===== config.mk =====
export PLATFORM = sky130hd
export DESIGN_NAME = path_scan_seq
export DESIGN_NICKNAME = d
export VERILOG_FILES = /design/src/rtl/path_scan_pkg.sv /design/src/rtl/path_next_find.sv /design/src/rtl/path_scan_seq.sv
export SDC_FILE = /design/constraint.sdc
export NUM_CORES = 1
export LEC_CHECK = 0
export ABC_CLOCK_PERIOD_IN_PS = 2700
export CAP_MARGIN = 20
export CORE_MARGIN = 4
export CORE_UTILIZATION = 50
export DETAILED_ROUTE_END_ITERATION = 12
export PLACE_DENSITY = 0.77
export SYNTH_ARGS = -nofsm -noshare
export SYNTH_HDL_FRONTEND = slang
export SYNTH_SLANG_ARGS = --single-unit

===== constraint.sdc =====
create_clock -name clk1 -period 2.7 [get_ports clk1]
set_input_delay 0.81 -clock clk1 [delete_from_list [all_inputs] [get_ports clk1]]
set_output_delay 0.81 -clock clk1 [all_outputs]
set_load 0.01 [all_outputs]

===== src/rtl/path_scan_pkg.sv =====
// rtl/path_scan_pkg.sv - shared constants and state encoding for the path scan sequencer
package path_scan_pkg;

  localparam int NUM_PATHS = 16;
  localparam int SEL_W     = 4;

  typedef enum logic [1:0] {
    ST_IDLE  = 2'd0,
    ST_DWELL = 2'd1,
    ST_BLANK = 2'd2
  } state_t;

endpackage


===== src/rtl/path_next_find.sv =====
// rtl/path_next_find.sv - priority encoder: next enabled channel above cur, and lowest enabled channel
module path_next_find
  import path_scan_pkg::*;
(
  input  logic [NUM_PATHS-1:0] mask,
  input  logic [SEL_W-1:0]     cur,
  output logic [SEL_W-1:0]     nxt,
  output logic                 found,
  output logic [SEL_W-1:0]     lowest
);

  // Scan from the top down so the lowest qualifying index is the last one written.
  always_comb begin
    nxt    = '0;
    found  = 1'b0;
    lowest = '0;
    for (int i = NUM_PATHS - 1; i >= 0; i--) begin
      if (mask[i]) begin
        lowest = SEL_W'(i);
        if (SEL_W'(i) > cur) begin
          nxt   = SEL_W'(i);
          found = 1'b1;
        end
      end
    end
  end

endmodule


===== src/rtl/path_scan_seq.sv =====
// rtl/path_scan_seq.sv - masked channel scan sequencer driving the 4-to-16 path selector
// Optional SCAN_BLANK_EN inserts a break-before-make BLANK cycle on every channel change.
module path_scan_seq
  import path_scan_pkg::*;
#(
  parameter int DW = 8
) (
  input  logic                 clk1,
  input  logic                 rst,
  input  logic                 start,
  input  logic                 stop,
  input  logic                 continuous,
  input  logic [NUM_PATHS-1:0] mask_in,
  input  logic [DW-1:0]        dwell_in,
  output logic [SEL_W-1:0]     select,
  output logic                 sel_valid,
  output logic                 busy,
  output logic                 done,
  output logic                 wrap
);

  state_t               state_q, state_d;
  logic [NUM_PATHS-1:0] mask_q, mask_d;
  logic [DW-1:0]        dwell_q, dwell_d;
  logic [DW-1:0]        cnt_q, cnt_d;
  logic                 cont_q, cont_d;
  logic [SEL_W-1:0]     select_d;
  logic                 sel_valid_d, busy_d, done_d, wrap_d;

  logic [NUM_PATHS-1:0] find_mask;
  logic [SEL_W-1:0]     nxt_idx, low_idx;
  logic                 nxt_found;

  // While idle the first channel must come from the live mask, not the stale latched one.
  assign find_mask = (state_q == ST_IDLE) ? mask_in : mask_q;

  path_next_find u_find (
    .mask   (find_mask),
    .cur    (select),
    .nxt    (nxt_idx),
    .found  (nxt_found),
    .lowest (low_idx)
  );

  always_ff @(posedge clk1) begin
    if (rst) begin
      state_q   <= ST_IDLE;
      mask_q    <= '0;
      dwell_q   <= '0;
      cnt_q     <= '0;
      cont_q    <= 1'b0;
      select    <= '0;
      sel_valid <= 1'b0;
      busy      <= 1'b0;
      done      <= 1'b0;
      wrap      <= 1'b0;
    end else begin
      state_q   <= state_d;
      mask_q    <= mask_d;
      dwell_q   <= dwell_d;
      cnt_q     <= cnt_d;
      cont_q    <= cont_d;
      select    <= select_d;
      sel_valid <= sel_valid_d;
      busy      <= busy_d;
      done      <= done_d;
      wrap      <= wrap_d;
    end
  end

  always_comb begin
    state_d     = state_q;
    mask_d      = mask_q;
    dwell_d     = dwell_q;
    cnt_d       = cnt_q;
    cont_d      = cont_q;
    select_d    = select;
    sel_valid_d = sel_valid;
    busy_d      = busy;
    done_d      = 1'b0;
    wrap_d      = 1'b0;

    if (stop) begin
      state_d     = ST_IDLE;
      sel_valid_d = 1'b0;
      busy_d      = 1'b0;
    end else begin
      case (state_q)
        ST_IDLE: begin
          if (start) begin
            mask_d  = mask_in;
            dwell_d = dwell_in;
            cont_d  = continuous;
            if (mask_in == '0) begin
              done_d = 1'b1;
            end else begin
              select_d    = low_idx;
              sel_valid_d = 1'b1;
              busy_d      = 1'b1;
              cnt_d       = dwell_in;
              state_d     = ST_DWELL;
            end
          end
        end

        ST_DWELL: begin
          if (cnt_q != '0) begin
            cnt_d = cnt_q - DW'(1);
          end else if (!nxt_found && !cont_q) begin
            state_d     = ST_IDLE;
            sel_valid_d = 1'b0;
            busy_d      = 1'b0;
            done_d      = 1'b1;
          end else begin
`ifdef SCAN_BLANK_EN
            state_d     = ST_BLANK;
            sel_valid_d = 1'b0;
`else
            cnt_d = dwell_q;
            if (nxt_found) begin
              select_d = nxt_idx;
            end else begin
              select_d = low_idx;
              wrap_d   = 1'b1;
            end
`endif
          end
        end

`ifdef SCAN_BLANK_EN
        // select still holds the old channel here, so the finder result is still valid.
        ST_BLANK: begin
          state_d     = ST_DWELL;
          sel_valid_d = 1'b1;
          cnt_d       = dwell_q;
          if (nxt_found) begin
            select_d = nxt_idx;
          end else begin
            select_d = low_idx;
            wrap_d   = 1'b1;
          end
        end
`endif

        default: begin
          state_d     = ST_IDLE;
          sel_valid_d = 1'b0;
          busy_d      = 1'b0;
        end
      endcase
    end
  end

endmodule


After elaboration in Yosys (flattened, before gate mapping)
Index checks and enable logic that the tools add are counted.

operators by class
  add/subtract/negate cells = 1
  reduce and logical (&&, ||, !) cells = 13
  muxes and demuxes = 108
  bitwise operators = 2
  $lt $le $gt $ge = 16
  equal/unequal tests = 7

operators by type and width
  kind                   number
  $mux W4                53
  $mux W1                41
  $gt A4 B4 Y1 const A   8
  $mux W8                4
  $gt A3 B4 Y1 const A   4
  $logic_not A16 Y1      1
  $mux W16               1
  $pmux W8 S2            1
  $ne A2 B2 Y1 const B   5
  $gt A1 B4 Y1 const A   2
  $gt A2 B4 Y1 const A   2
  $mux W2                4
  $pmux W4 S2            1
  $reduce_bool A8 Y1     1
  $sub A8 B1 Y8 const B  1
  $reduce_and A6 Y1      1
  $reduce_and A5 Y1      1
  $reduce_or A5 Y1       1
  $pmux W1 S2            2
  $pmux W2 S2            1
  $reduce_and A4 Y1      1
  $ne A3 B3 Y1 const B   1
  $reduce_and A3 Y1      1
  $eq A2 B1 Y1 const B   1
  6 further kinds        8

storage, ports and cells
  output and inout bits = 8
  register bits = 42
  logic and storage cells = 156

Longest topological paths before layout
Gate-level depths: netlist of run 1.

  depth in word-level cells = 38
  mapped depth = 11
  depth with buffers taken out = 7

Cells and area by module
Synthesis of run 1 repeated with hierarchy kept, for this count alone.

unflattened totals
  cells, all modules = 347
  area total of the unflattened synthesis = 2622.5 µm²

modules (own cells, without submodules)
  module          instances  cells an instance  area an instance (µm²)
  path_scan_seq   1          251                2054.5
  path_next_find  1          96                 568.0

Least setup slack after synthesis of run 1
OpenSTA, ideal clock, no wires.

  kind = input-to-reg
  start point = input mask_in[11]
  end point = register cnt_q[6]
  library setup time = 0.134 ns
  slack = 0.310 ns
  stages = 8
  data arrival time = 2.255 ns
  required time = 2.566 ns
  cells stage by stage = mux2i_4 -> o22ai_2 -> a2111oi_4 -> and4_4 -> a311oi_4 -> buf_6 -> nor2_1 -> a211oi_2

between the ends
  longest elaborated chain between the ends = 28
  elaborated cells on any way between the ends = 30
  classes of those cells = 2 x eq/ne; 24 x mux; 4 x reduce/logical

RTL lines
  item                                    RTL line              RTL
  from (decl)                             path_scan_seq.sv:13   input logic [NUM_PATHS-1:0] mask_in,
  $mux W16                                path_scan_seq.sv:35   assign find_mask = (state_q == ST_IDLE) ? mask_in : mask_q;
  $mux W1                                 path_next_find.sv:18  if (mask[i]) begin
  $mux W1                                 path_next_find.sv:20  if (SEL_W'(i) > cur) begin
  $mux W1                                 path_next_find.sv:18
  $mux W1                                 path_next_find.sv:20
  $mux W1                                 path_next_find.sv:18
  $mux W1                                 path_next_find.sv:20
  $mux W1                                 path_next_find.sv:18
  [12 not listed]                         n/a
  $mux W1                                 path_next_find.sv:20
  $mux W1                                 path_next_find.sv:18
  $mux W1                                 path_next_find.sv:20
  $mux W1                                 path_next_find.sv:18
  $logic_not A1 Y1                        path_scan_seq.sv:109  end else if (!nxt_found && !cont_q) begin
  $logic_and A1 B1 Y1                     path_scan_seq.sv:109
  $ne A3 B3 Y1 (no source line)           n/a
  $reduce_and A5 Y1 (no source line) (*)  n/a
  to (signal assigned)                    path_scan_seq.sv:61   cnt_q <= cnt_d;
  to (decl)                               path_scan_seq.sv:25   logic [DW-1:0] cnt_q, cnt_d;

Mark *: on every way between the ends. The rest lies on a longest branch, timed or not.
A chain may end at the register's enable or synchronous reset.

Worst setup path in the final report of run 1
  start point = input mask_in[10]
  end point = register select[2]

between the ends
  longest elaborated chain between the ends = 26
  elaborated cells on any way between the ends = 66
  classes of those cells = 2 x eq/ne; 60 x mux; 4 x reduce/logical

RTL lines
  item                                              RTL line                                    RTL
  $mux W16                                          path_scan_seq.sv:35
  $mux W4 or $mux W1 (tied branches)                path_next_find.sv:18
  $mux W4 or $mux W1 (tied branches)                path_next_find.sv:20
  $mux W4 or $mux W1 (tied branches)                path_next_find.sv:18
  $mux W4 or $mux W1 (tied branches)                path_next_find.sv:20
  $mux W4 or $mux W1 (tied branches)                path_next_find.sv:18
  $mux W4 or $mux W1 (tied branches)                path_next_find.sv:20
  $mux W4 or $mux W1 (tied branches)                path_next_find.sv:18
  [10 not listed]                                   n/a
  $mux W4 or $mux W1 (tied branches)                path_next_find.sv:20
  $mux W4 or $mux W1 (tied branches)                path_next_find.sv:18
  $mux W4 or $mux W1 (tied branches)                path_next_find.sv:20
  $mux W4 or $mux W1 (tied branches)                path_next_find.sv:18
  $mux W4 or $logic_not A1 Y1 (tied branches)       path_scan_seq.sv:120, path_scan_seq.sv:109
  $mux W4 or $logic_and A1 B1 Y1 (tied branches)    path_scan_seq.sv:109
  $mux W4 or $ne A2 B2 Y1 (tied branches)           n/a
  $pmux W4 S2 or $reduce_and A6 Y1 (tied branches)  n/a
  to (signal assigned)                              path_scan_seq.sv:63                         select <= select_d;
  to (decl)                                         path_scan_seq.sv:15                         output logic [SEL_W-1:0] select,

Parallel ways exist; a longest one is shown, timed or not. The select of a mux whose other input is x is not followed.

==> flow_metrics.py, run 1 <==
metrics = {
    "placed_design": {
        "globalplace.congestion": 0.940,
        "dp_hpwl_mm": 5.86,
        "dp.cells": 502,
        "portBuffers": 36,
    },
    "route": {
        "drt_pass1_iterations": 6,
        "drt-initial-drc-count": 243,
        "wl_per_cell_um": 15.7,
        "antenna_left": 0,
        "vias": 3017,
        "drc": 0,
        "vias_per_cell": 5.89,
        "drt_wl_total_mm": 8.06,
    },
    "final_layout": {
        "nets": 470,
        "finalNonFillerCells": 512,
        "final_util": 0.692,
        "regArea_um2": 802,
        "diodes": 0,
        "multi_input_comb_area_mm2": 0.00199,
        "drive_above_1_share": 0.245,
        "area_growth_pct": 33.6,
        "nFillCells": 447,
    },
    "clock_tree": {
        "holdBufCountCts": 0,
        "htree_num_levels": 2,
        "root_buffer": "clkbuf_8",
        "cts_max_path_buffers": 2,
        "cts_tree": "built",
        "clkLatencyLatePin_ns": 0.30,
        "clk_pin_slew_worst_paths_ns": 0.09,
        "cts_sinks": 40,
        "cts_made_buffers": 5,
    },
    "timing": {
        "hold_ws_ns": 0.462,
        "tightest_slew_ns": 0.571,
        "fmax_ghz": 0.376,
        "relSlewSlack": 0.619,
        "slew_violations": 0,
        "hold_violations": 0,
        "layout_min_cycle_time_ns": 2.66,
        "fin_crit_sh": 0.985,
        "skew_ns": 0.0176,
        "final-setup-viol-count": 0,
    },
    "worst_setup_path": {
        "critical_path_required_ns": 2.92,
        "cp-start-kind": "input port",
        "cp-end-kind": "flip-flop",
        "worstSetupPathType": "in -> reg",
        "cp.arrival_ns": 2.88,
        "critPathMaxFanout": 4,
    },
    "synth": {
        "synth_commonest_cells": "68 x nand2_1, 40 x a21oi_1, 40 x dfxtp_1",
        "synth_flop_cell": "dfxtp_1",
        "syn_nets": 394,
        "synth_area_mm2": 0.00287,
        "synth_area_leader_cell": "dfxtp_1",
        "synth_edf_count": 0,
        "syn_area_per_cell_um2": 7.91,
        "synth_area_leaders": "dfxtp_1 28%, nand2_1 8.9%, a21oi_1 7.0%",
        "synth.most_common_cell": "nand2_1",
        "synth_cell_type_count": 74,
        "yosysSeqAreaShare": 0.279,
        "async_flop_share": 0,
        "syn_inst": 363,
        "synth_top_area_share": 0.279,
        "ys_warn_count": 0,
        "ys_ff_latch": 40,
    },
    "floorplan": {
        "die_y_um": 83.8,
        "coreArea_mm2": 0.00554,
        "io_pins": 37,
        "start_util": 0.518,
        "num_rows": 27,
        "dieArea_mm2": 0.00702,
        "dieWidth_um": 83.8,
    },
    "global_route": {
        "grt_use_total": 0.228,
        "grt_pass1_vias": 2883,
        "antenna_found_initial": 0,
        "grt_max_degree": 24,
        "grt_pass1_wl_mm": 13.3,
        "gr-total-overflow": 0,
    },
    "min_path": {
        "holdCritPathClass": "reg -> reg",
    },
    "power_and_ir_drop": {
        "irDropWorstVdd_v": 0.000370,
        "p_leak_nw": 1.40,
        "power-per-cell-area_mw_per_mm2": 448,
    },
    "job": {
        "cap_violations": 0,
    },
    "run_status": {
        "status": "complete, no violations",
    },
}
-- cell usage in the layout, fill, tap and decap left out, types with 4 or more instances in the layout --
| cell type | instances |
|---|---|
| a211oi_1 | 6 |
| a211oi_2 | 7 |
| a21oi_1 | 39 |
| buf_4 | 54 |
| clkbuf_8 | 5 |
| clkdlybuf4s50_1 | 33 |
| dfxtp_1 | 39 |
| inv_1 | 8 |
| mux2i_1 | 13 |
| mux2i_4 | 4 |
| nand2_1 | 68 |
| nand2b_1 | 8 |
| nand3_1 | 4 |
| nor2_1 | 30 |
| nor3_1 | 6 |
| nor3_2 | 5 |
| nor4_1 | 6 |
| o21ai_0 | 14 |
| o22ai_1 | 4 |
-- metrics by stage --
stage	power (mW)	setup slack [ns]	setup TNS (ns)	instance area [um2]
after global routing	1.80	-0.0288	-0.0444	3830
after global placement	1.18	-0.290	-3.31	3630
after detailed placement	1.19	-0.363	-3.96	3630
after CTS	1.71	0.0258	0	3760
after floorplan	0.985	0.310	0	2870
final	1.72	0.0416	0	3830
-- flip-flops by register name, indices dropped and copies added, names as in the netlist --
register and count:
cnt_q 8, wrap 1, mask_q 16, select 4, cont_q 1, dwell_q 8, busy 1, done 1
-- final cells by class --
type	instances	area share
Sequential cell	40	0.209
Inverter	8	0.00783
Multi-Input combinational cell	292	0.518
Tap cell	72	0.0235
Timing Repair Buffer	92	0.211
Clock inverter	3	0.0124
Clock buffer	5	0.0179
-- repair_timing --
action | 4_1_cts | 5_1_grt
setup buffers | 0 | 2
resized for setup | 4 | 13
setup endpoints to repair | 5 | 13
pin swaps | 4 | 13
-- worst paths after layout --
check                to  slack, ns        start  cells after the start
max           select[2]       0.04  mask_in[10]                      8
min          dwell_q[5]       0.46   dwell_q[5]                      2
max reg2reg   select[2]       0.09         busy                      8
min reg2reg  dwell_q[5]       0.46   dwell_q[5]                      2
-- power by group --
part / internal, mW / switching [mW] / total (mW)
clock: 0.279 / 0.238 / 0.517
combinational: 0.266 / 0.266 / 0.532
sequential: 0.622 / 0.0486 / 0.670
-- layer usage --
layer / global-route usage / routed length, um / part of all wire / vias up
met2: 0.392 / 4060 / 0.50 / 106
li1: - / - / - / 1475
met4: 0.0760 / 186 / 0.023 / 0
met1: 0.285 / 3360 / 0.42 / 1417
met3: 0.0424 / 461 / 0.057 / 19
met5: 0 / 0 / 0 / -
-- critical path, cell delays in order --
cell and delay [ns]:
clkdlybuf4s50_1 0.46, nor3_4 0.18, a211oi_2 0.09, a2111oi_4 0.42, nand2_2 0.14, o32ai_4 0.36
nand4_1 0.15, a311oi_1 0.26
-- cell families after synthesis --
family | Yosys count | synth area share
AND/OR/NAND/NOR | 154 | 0.257
AO/OA/AOI/OAI | 111 | 0.295
flip-flops | 40 | 0.279
buffers and inverters | 31 | 0.0562
multiplexers | 20 | 0.0889
XOR/XNOR | 5 | 0.0153
adder cells (fa/ha/maj) | 2 | 0.00871
No activity file was read; power rests on OpenSTA's default activity.
==> run 2: changes to the inputs <==
Settings changed: CTS_CLUSTER_DIAMETER from default to 50.
==> results of run 2 <==
Same layout as run 1: the final DEF is identical, and so are final timing and power.
